<file path="src/rtl/temporal_stream_decoder_pkg.sv">
// Shared types and default sizing for the temporal (unary) stream decoder.
package temporal_pkg;

  localparam int BIT_WIDTH_DEF  = 4;
  localparam int WINDOW_LEN_DEF = 1 << BIT_WIDTH_DEF;
  localparam int OUT_W_DEF      = BIT_WIDTH_DEF << 1;

  typedef enum logic [1:0] {
    IDLE  = 2'd0,
    ACCUM = 2'd1,
    HOLD  = 2'd2
  } state_t;

  typedef logic [OUT_W_DEF-1:0] count_t;

endpackage

</file>
<file path="src/rtl/temporal_stream_decoder_if.sv">
// Stream-side bundle of the decoder: unary sample input plus valid/ready result output.
interface temporal_stream_decoder_if #(
  parameter int DIM   = 2,
  parameter int OUT_W = 8
);

  logic                                  start;
  logic [DIM-1:0][DIM-1:0]               in_bits;
  logic                                  busy;
  logic                                  out_valid;
  logic                                  out_ready;
  logic [DIM-1:0][DIM-1:0][OUT_W-1:0]    out;
  logic [DIM-1:0][DIM-1:0]               err;

  modport master (
    output start, in_bits, out_ready,
    input  busy, out_valid, out, err
  );

  modport slave (
    input  start, in_bits, out_ready,
    output busy, out_valid, out, err
  );

endinterface

</file>
<file path="src/rtl/temporal_stream_decoder_lane_counter.sv">
// One unary lane: counts ones over a window; optional thermometer check when
// TEMPORAL_DEC_THERM_CHECK_EN is defined (otherwise err is tied low).
module temporal_lane_counter #(
  parameter int OUT_W = 8
) (
  input  logic             clk,
  input  logic             reset,
  input  logic             clear,
  input  logic             en,
  input  logic             bit_in,
  output logic [OUT_W-1:0] count,
  output logic             err
);

  always_ff @(posedge clk or posedge reset) begin
    if (reset)      count <= '0;
    else if (clear) count <= '0;
    else if (en)    count <= count + OUT_W'(bit_in);
  end

`ifdef TEMPORAL_DEC_THERM_CHECK_EN
  logic seen_zero;

  // A thermometer lane never returns to 1 once a 0 has been sampled.
  always_ff @(posedge clk or posedge reset) begin
    if (reset) begin
      seen_zero <= 1'b0;
      err       <= 1'b0;
    end else if (clear) begin
      seen_zero <= 1'b0;
      err       <= 1'b0;
    end else if (en) begin
      if (!bit_in)        seen_zero <= 1'b1;
      else if (seen_zero) err       <= 1'b1;
    end
  end
`else
  assign err = 1'b0;
`endif

endmodule

</file>
<file path="src/rtl/temporal_stream_decoder.sv">
// Unary-to-binary window decoder: DIM x DIM lane counters, window FSM and result registers.
// Optional per-lane thermometer check: TEMPORAL_DEC_THERM_CHECK_EN.
module temporal_stream_decoder
  import temporal_pkg::*;
#(
  parameter int BIT_WIDTH  = BIT_WIDTH_DEF,
  parameter int DIM        = 2,
  parameter int WINDOW_LEN = 1 << BIT_WIDTH,
  parameter int OUT_W      = BIT_WIDTH << 1
) (
  input logic                     clk,
  input logic                     reset,
  temporal_stream_decoder_if.slave bus
);

  localparam int SCNT_W = $clog2(WINDOW_LEN + 1);

  state_t                             state_q, state_d;
  logic [SCNT_W-1:0]                  sample_cnt_q;
  logic                               handshake, win_done;
  logic                               win_start, sample_en, load;
  logic [DIM-1:0][DIM-1:0][OUT_W-1:0] lane_cnt;
  logic [DIM-1:0][DIM-1:0]            lane_err;

  assign handshake = (state_q == HOLD) && bus.out_ready;
  assign win_done  = (sample_cnt_q == SCNT_W'(WINDOW_LEN));

  always_ff @(posedge clk or posedge reset) begin
    if (reset) state_q <= IDLE;
    else       state_q <= state_d;
  end

  always_comb begin
    state_d = state_q;
    case (state_q)
      IDLE:    if (bus.start) state_d = ACCUM;
      ACCUM:   if (win_done)  state_d = HOLD;
      HOLD:    if (handshake) state_d = bus.start ? ACCUM : IDLE;
      default: state_d = IDLE;
    endcase
  end

  // The extra ACCUM cycle after the last sample is where the result is latched.
  always_comb begin
    bus.busy      = (state_q == ACCUM);
    bus.out_valid = (state_q == HOLD);
    win_start     = bus.start && ((state_q == IDLE) || handshake);
    sample_en     = (state_q == ACCUM) && !win_done;
    load          = (state_q == ACCUM) && win_done;
  end

  always_ff @(posedge clk or posedge reset) begin
    if (reset)          sample_cnt_q <= '0;
    else if (win_start) sample_cnt_q <= '0;
    else if (sample_en) sample_cnt_q <= sample_cnt_q + 1'b1;
  end

  always_ff @(posedge clk or posedge reset) begin
    if (reset) begin
      bus.out <= '0;
      bus.err <= '0;
    end else if (load) begin
      bus.out <= lane_cnt;
      bus.err <= lane_err;
    end
  end

  for (genvar r = 0; r < DIM; r++) begin : g_row
    for (genvar c = 0; c < DIM; c++) begin : g_col
      temporal_lane_counter #(.OUT_W(OUT_W)) u_lane (
        .clk    (clk),
        .reset  (reset),
        .clear  (win_start),
        .en     (sample_en),
        .bit_in (bus.in_bits[r][c]),
        .count  (lane_cnt[r][c]),
        .err    (lane_err[r][c])
      );
    end
  end

endmodule

</file>
<file path="src/flat_wrapper.sv">
// flat-port wrapper written by rule: the top's interface ports become plain ports
module temporal_stream_decoder_flat import temporal_pkg::*;
#(
  parameter int BIT_WIDTH  = BIT_WIDTH_DEF,
  parameter int DIM        = 2,
  parameter int WINDOW_LEN = 1 << BIT_WIDTH,
  parameter int OUT_W      = BIT_WIDTH << 1
)
  (clk, reset, bus_start, bus_in_bits, bus_out_ready, bus_busy, bus_out_valid, bus_out, bus_err);
  temporal_stream_decoder_if #(.DIM(DIM), .OUT_W(OUT_W)) bus_i ();
  input logic clk;
  input logic reset;
  input wire logic [$bits(bus_i.start)-1:0] bus_start;
  input wire logic [$bits(bus_i.in_bits)-1:0] bus_in_bits;
  input wire logic [$bits(bus_i.out_ready)-1:0] bus_out_ready;
  output wire logic [$bits(bus_i.busy)-1:0] bus_busy;
  output wire logic [$bits(bus_i.out_valid)-1:0] bus_out_valid;
  output wire logic [$bits(bus_i.out)-1:0] bus_out;
  output wire logic [$bits(bus_i.err)-1:0] bus_err;
  assign bus_i.start = bus_start;
  assign bus_i.in_bits = bus_in_bits;
  assign bus_i.out_ready = bus_out_ready;
  assign bus_busy = bus_i.busy;
  assign bus_out_valid = bus_i.out_valid;
  assign bus_out = bus_i.out;
  assign bus_err = bus_i.err;
  temporal_stream_decoder #(.BIT_WIDTH(BIT_WIDTH), .DIM(DIM), .WINDOW_LEN(WINDOW_LEN), .OUT_W(OUT_W)) u_core (.clk(clk), .reset(reset), .bus(bus_i));
endmodule
</file>
<file path="config.mk">
export PLATFORM = sky130hd
export DESIGN_NAME = temporal_stream_decoder_flat
export DESIGN_NICKNAME = d
export VERILOG_FILES = /design/src/rtl/temporal_stream_decoder_pkg.sv /design/src/rtl/temporal_stream_decoder_if.sv /design/src/rtl/temporal_stream_decoder_lane_counter.sv /design/src/rtl/temporal_stream_decoder.sv /design/src/flat_wrapper.sv
export SDC_FILE = /design/constraint.sdc
export NUM_CORES = 1
export LEC_CHECK = 0
export CORE_UTILIZATION = 40
export DETAILED_ROUTE_END_ITERATION = 10
export PLACE_DENSITY_LB_ADDON = 0.15
export RECOVER_POWER = 100
export SLEW_MARGIN = 20
export SYNTH_ARGS = -nofsm -noshare
export SYNTH_HDL_FRONTEND = slang
export SYNTH_SLANG_ARGS = --single-unit
</file>
<file path="constraint.sdc">
create_clock -name clk -period 1.95 [get_ports clk]
set_input_delay 0.195 -clock clk [delete_from_list [all_inputs] [get_ports clk]]
set_output_delay 0.195 -clock clk [all_outputs]
set_load 0.005 [all_outputs]
</file>
# Word-level counts from Yosys, hierarchy flattened
# Index checks and enable logic that the tools add are counted.
# word_totals
word_cells,45
out_inout_bits,38
register_bits,71
inputBits,8
# classes
add_sub_neg,5
muxes,15
reduce_logical,9
n_eq_ne,6
# ops
cell,n
$mux W8,8
$add A8 B1 Y8,4
$mux W5,2
$mux W2,3
$pmux W2 S3,1
$add A5 B1 Y5 const B,1
$eq A5 B5 Y1 const B,1
$logic_and A1 B1 Y1,4
$ne A2 B1 Y1 const B,2
$reduce_and A3 Y1,1
$eq A2 B1 Y1 const B,1
$eq A2 B2 Y1 const B,1
$logic_not A2 Y1,1
$ne A2 B2 Y1 const B,1
$reduce_bool A2 Y1,1
$logic_not A1 Y1,1
$logic_or A1 B1 Y1,1
$mux W1,1

# Longest topological paths before layout
# logic_depth
depth_word,5
ltp_mapped,7

# By module
# From an unflattened synthesis, not the netlist that was laid out.
# unflattened
hier_cells,281
hier_area_um2,3573.4
# modules_own_cells
mod,seq_area_each_um2,cells_each,instances,area_each_um2
temporal_stream_decoder,1076.0,117,1,1856.8
temporal_lane_counter,200.2,41,4,429.2

# Worst setup path before layout
# OpenSTA, ideal clock, no wires.
# synth_timing
path_type,reg2reg
startpoint,register u_core.sample_cnt_q[0]
endpoint,"register, netlist name u_core.bus.out[10]"
stages_incl_launch_ff,8
n_path_buf,2
t_arrival_ns,1.542
setup_slack_ns,0.283
path_cell_list,dfrtp_1 inv_1 ha_1 nor4bb_1 buf_2 nand2_4 buf_6 mux2_4
# synth_between
elab_chain_cells,2
# synth_lines
element,line_no,rtl
start: declaration,temporal_stream_decoder.sv:19,logic [SCNT_W-1:0] sample_cnt_q;
start signal: assignment,temporal_stream_decoder.sv:55,else if (sample_en) sample_cnt_q <= sample_cnt_q + 1'b1;
$eq A5 B5 Y1,temporal_stream_decoder.sv:26,assign win_done = (sample_cnt_q == SCNT_W'(WINDOW_LEN));
$logic_and A1 B1 Y1,temporal_stream_decoder.sv:49,load = (state_q == ACCUM) && win_done;
# Every way passes these cells.
# A chain may end at the register's enable or synchronous reset.

# Final worst setup path
# layout_timing
startpoint,register u_core.state_q[1]
endpoint,output bus_busy
# layout_between
elab_chain_cells,1
# layout_lines
element,line_no,rtl
start: declaration,temporal_stream_decoder.sv:18,"state_t state_q, state_d;"
start signal: assignment,temporal_stream_decoder.sv:30,else state_q <= state_d;
$eq A2 B1 Y1,temporal_stream_decoder.sv:45,bus.busy = (state_q == ACCUM);
end: declaration,flat_wrapper.sv:16,output wire logic [$bits(bus_i.busy)-1:0] bus_busy;
# Every way passes these cells.

==> results.toml <==
[placed_design]
port_buffers = 41
gp_congestion = 0.794
dp_slack_ns = 0.126
postPlaceCellArea_sq_um = 4080
dp.cells = 427
place_hpwl_microns = 4420

[route]
ant_nets = 0
via_per_inst = 5.52
totalWireLength_microns = 7080
first_pass_iters = 4
wl_per_cell_microns = 16.0
drc = 0
vias = 2445
drt-initial-drc-count = 153

[sta]
rsz0062_at_grt = "false"
fmax_mhz = 541
setup_viol = 0
period_share_pct = 94.9
slew_viol_final = 0
final.min_clock_period_ns = 1.85
fin_worst_skew_ns = 0.00473
fin_ws_ns = 0.100
hold_slack_ns = 0.443
tightest_slew_ns = 0.970
finalHoldViolations = 0
tns_ns = 0
max_slew_margin_pct = 35.4

[grt]
grt_usage_pct = 17.2
grt_pass1_vias = 2317
gr-total-overflow = 0
grt_antenna_before_repair = 0
grt_pass1_wl_microns = 11700
grt_max_degree = 72

[setup_path]
critical_path_class = "register to output port"
arrival_ns = 1.65
crit_fanout = 18
cp.required_ns = 1.75
cp-end-kind = "output port"
rrSetupSlack_ns = 0.14
crit_start = "u_core.state_q[1]$_DFFE_PP0P_"
crit-reg2reg-launch = "u_core.sample_cnt_q[0]$_DFFE_PP0P_"
worstSetupStartpointType = "register"

[die]
die_width_microns = 95.8
start_util_pct = 42.2
dieArea_sq_um = 9170
coreArea_sq_um = 8340
num_io_pins = 46
rows = 33
die_height_microns = 95.8

[logic_synthesis]
netlist_area_sq_um = 3520
ys_types = 35
synth-edff-count = 0
syn_inst = 291
synth_top_area_cell = "dfrtp_1"
postSynth.asyncResetShare_pct = 100
yosysSeqAreaShare_pct = 50.5
synth.avg_cell_area_sq_um = 12.1
synth_top_flop_cell = "dfrtp_1"
netlist_top_cells_area = "dfrtp_1 51%, mux2_4 12%, mux2i_1 6.5%"
synth_top_area_share_pct = 50.5
yosys_warnings = 0
ys_ff_latch = 71

[cells_and_area]
fin_cells = 443
post-route-util_pct = 49.6
ff_latch_area_sq_um = 1780
multi_input_area_sq_um = 1510
drive_above_1_share_pct = 12.4
layout_commonest_cell = "dfrtp_1"
syn_to_final_growth_pct = 17.7
layout_common_cells = "71 x dfrtp_1, 34 x dlygate4sd3_1, 27 x o21ai_0, 27 x mux2_1, 25 x nand3_1"
antenna_cells = 0
stdcell_area_sq_um = 4140
nets = 351
fillCellCount = 781

[job]
maxCapViolCount = 0

[hold_path]
hp-class = "input pin to register"
hold_path_startpoint = "bus_out_ready"

[pwr]
power_leakage_nw = 1.96
power_density_nw_per_um2 = 1140
finalPower_mw = 4.74
vdd_drop_max_mv = 0.596

[clock_tree]
root_buffer = "clkbuf_8"
clkTransAtPathRegs_ns = 0.08
cts_sinks = 71
cts_tree = "built"
clk_latency_ns = 0.35
clockBufferDepth = 2
cts_htree_levels = 3
cts_inserted_buffers = 9

[outcome]
outcome = "finished clean"
## metal layers
| metal | up-vias | global-route usage, % | wire, microns | part of all wire (%) |
|---|---|---|---|---|
| met5 | - | 0 | 0 | 0 |
| met4 | 0 | 8.21 | 74 | 1.0 |
| met3 | 8 | 2.84 | 295 | 4.2 |
| met2 | 62 | 24.8 | 3090 | 44 |
| met1 | 1218 | 24.9 | 3620 | 51 |
| li1 | 1157 | - | - | - |
## Yosys cell counts, types with 7 or more instances
master,number
mux2_4,29
nand2_1,7
clkbuf_1,7
nor3_1,7
mux2i_1,23
nand3_1,25
nor4_1,10
dfrtp_1,71
a31o_2,9
and3_1,9
o21bai_1,7
ha_1,10
o21ai_0,27
## cell families after synthesis
kind of cell / after synthesis / share of synthesized area [%]
and+or+nand+nor: 78 / 12.8
DFF: 71 / 50.5
muxes: 55 / 19.9
AOI/OAI and AO/OA: 50 / 8.72
buffers and inverters: 26 / 4.41
adders and majority gates: 10 / 3.56
other: 1 / 0.107
## state kept, by name (all words and copies together) (netlist names)
register,count
u_core.bus.out,32
u_core.g_row.g_col.u_lane.count,32
u_core.sample_cnt_q,5
u_core.state_q,2
## worst max-delay path, stage by stage, from the launching register on
cell	delay, ns
dfrtp_1	0.42
nand2b_1	0.21
clkinv_4	0.16
clkdlybuf4s50_1	0.52
## final cells by class
type / count / share of cell area (%)
sequential: 71 / 42.9
multi-input combinational: 197 / 36.5
timing repair buffer: 49 / 12.0
clock buffer: 10 / 3.33
tap: 105 / 3.17
clock inverter: 6 / 1.45
inverter: 5 / 0.665
## worst paths after layout
path	endpoint	depth (start not counted)
setup reg to reg	u_core.bus.out[26]$_DFFE_PP0P_	6
setup / recovery	bus_busy	3
hold / removal	u_core.state_q[1]$_DFFE_PP0P_	2
min in group asynchronous	u_core.bus.out[11]$_DFFE_PP0P_	3
max in group asynchronous	u_core.g_row[0].g_col[1].u_lane.count[2]$_DFFE_PP0P_	3
hold reg to reg	u_core.bus.out[20]$_DFFE_PP0P_	1
## what timing repair did
item	4_1_cts	5_1_grt
hold endpoints to repair	0	0
hold buffers	0	0
buffers inserted	0	0
endpoints found under the setup margin	0	1
gates resized for setup	0	1
## report_power, final
group | internal (mW) | switching (mW)
Clock | 0.619 | 0.572
Combinational | 0.726 | 0.633
Sequential | 1.83 | 0.361
Total | 3.17 | 1.57
Power figures use the tool's default switching activity.
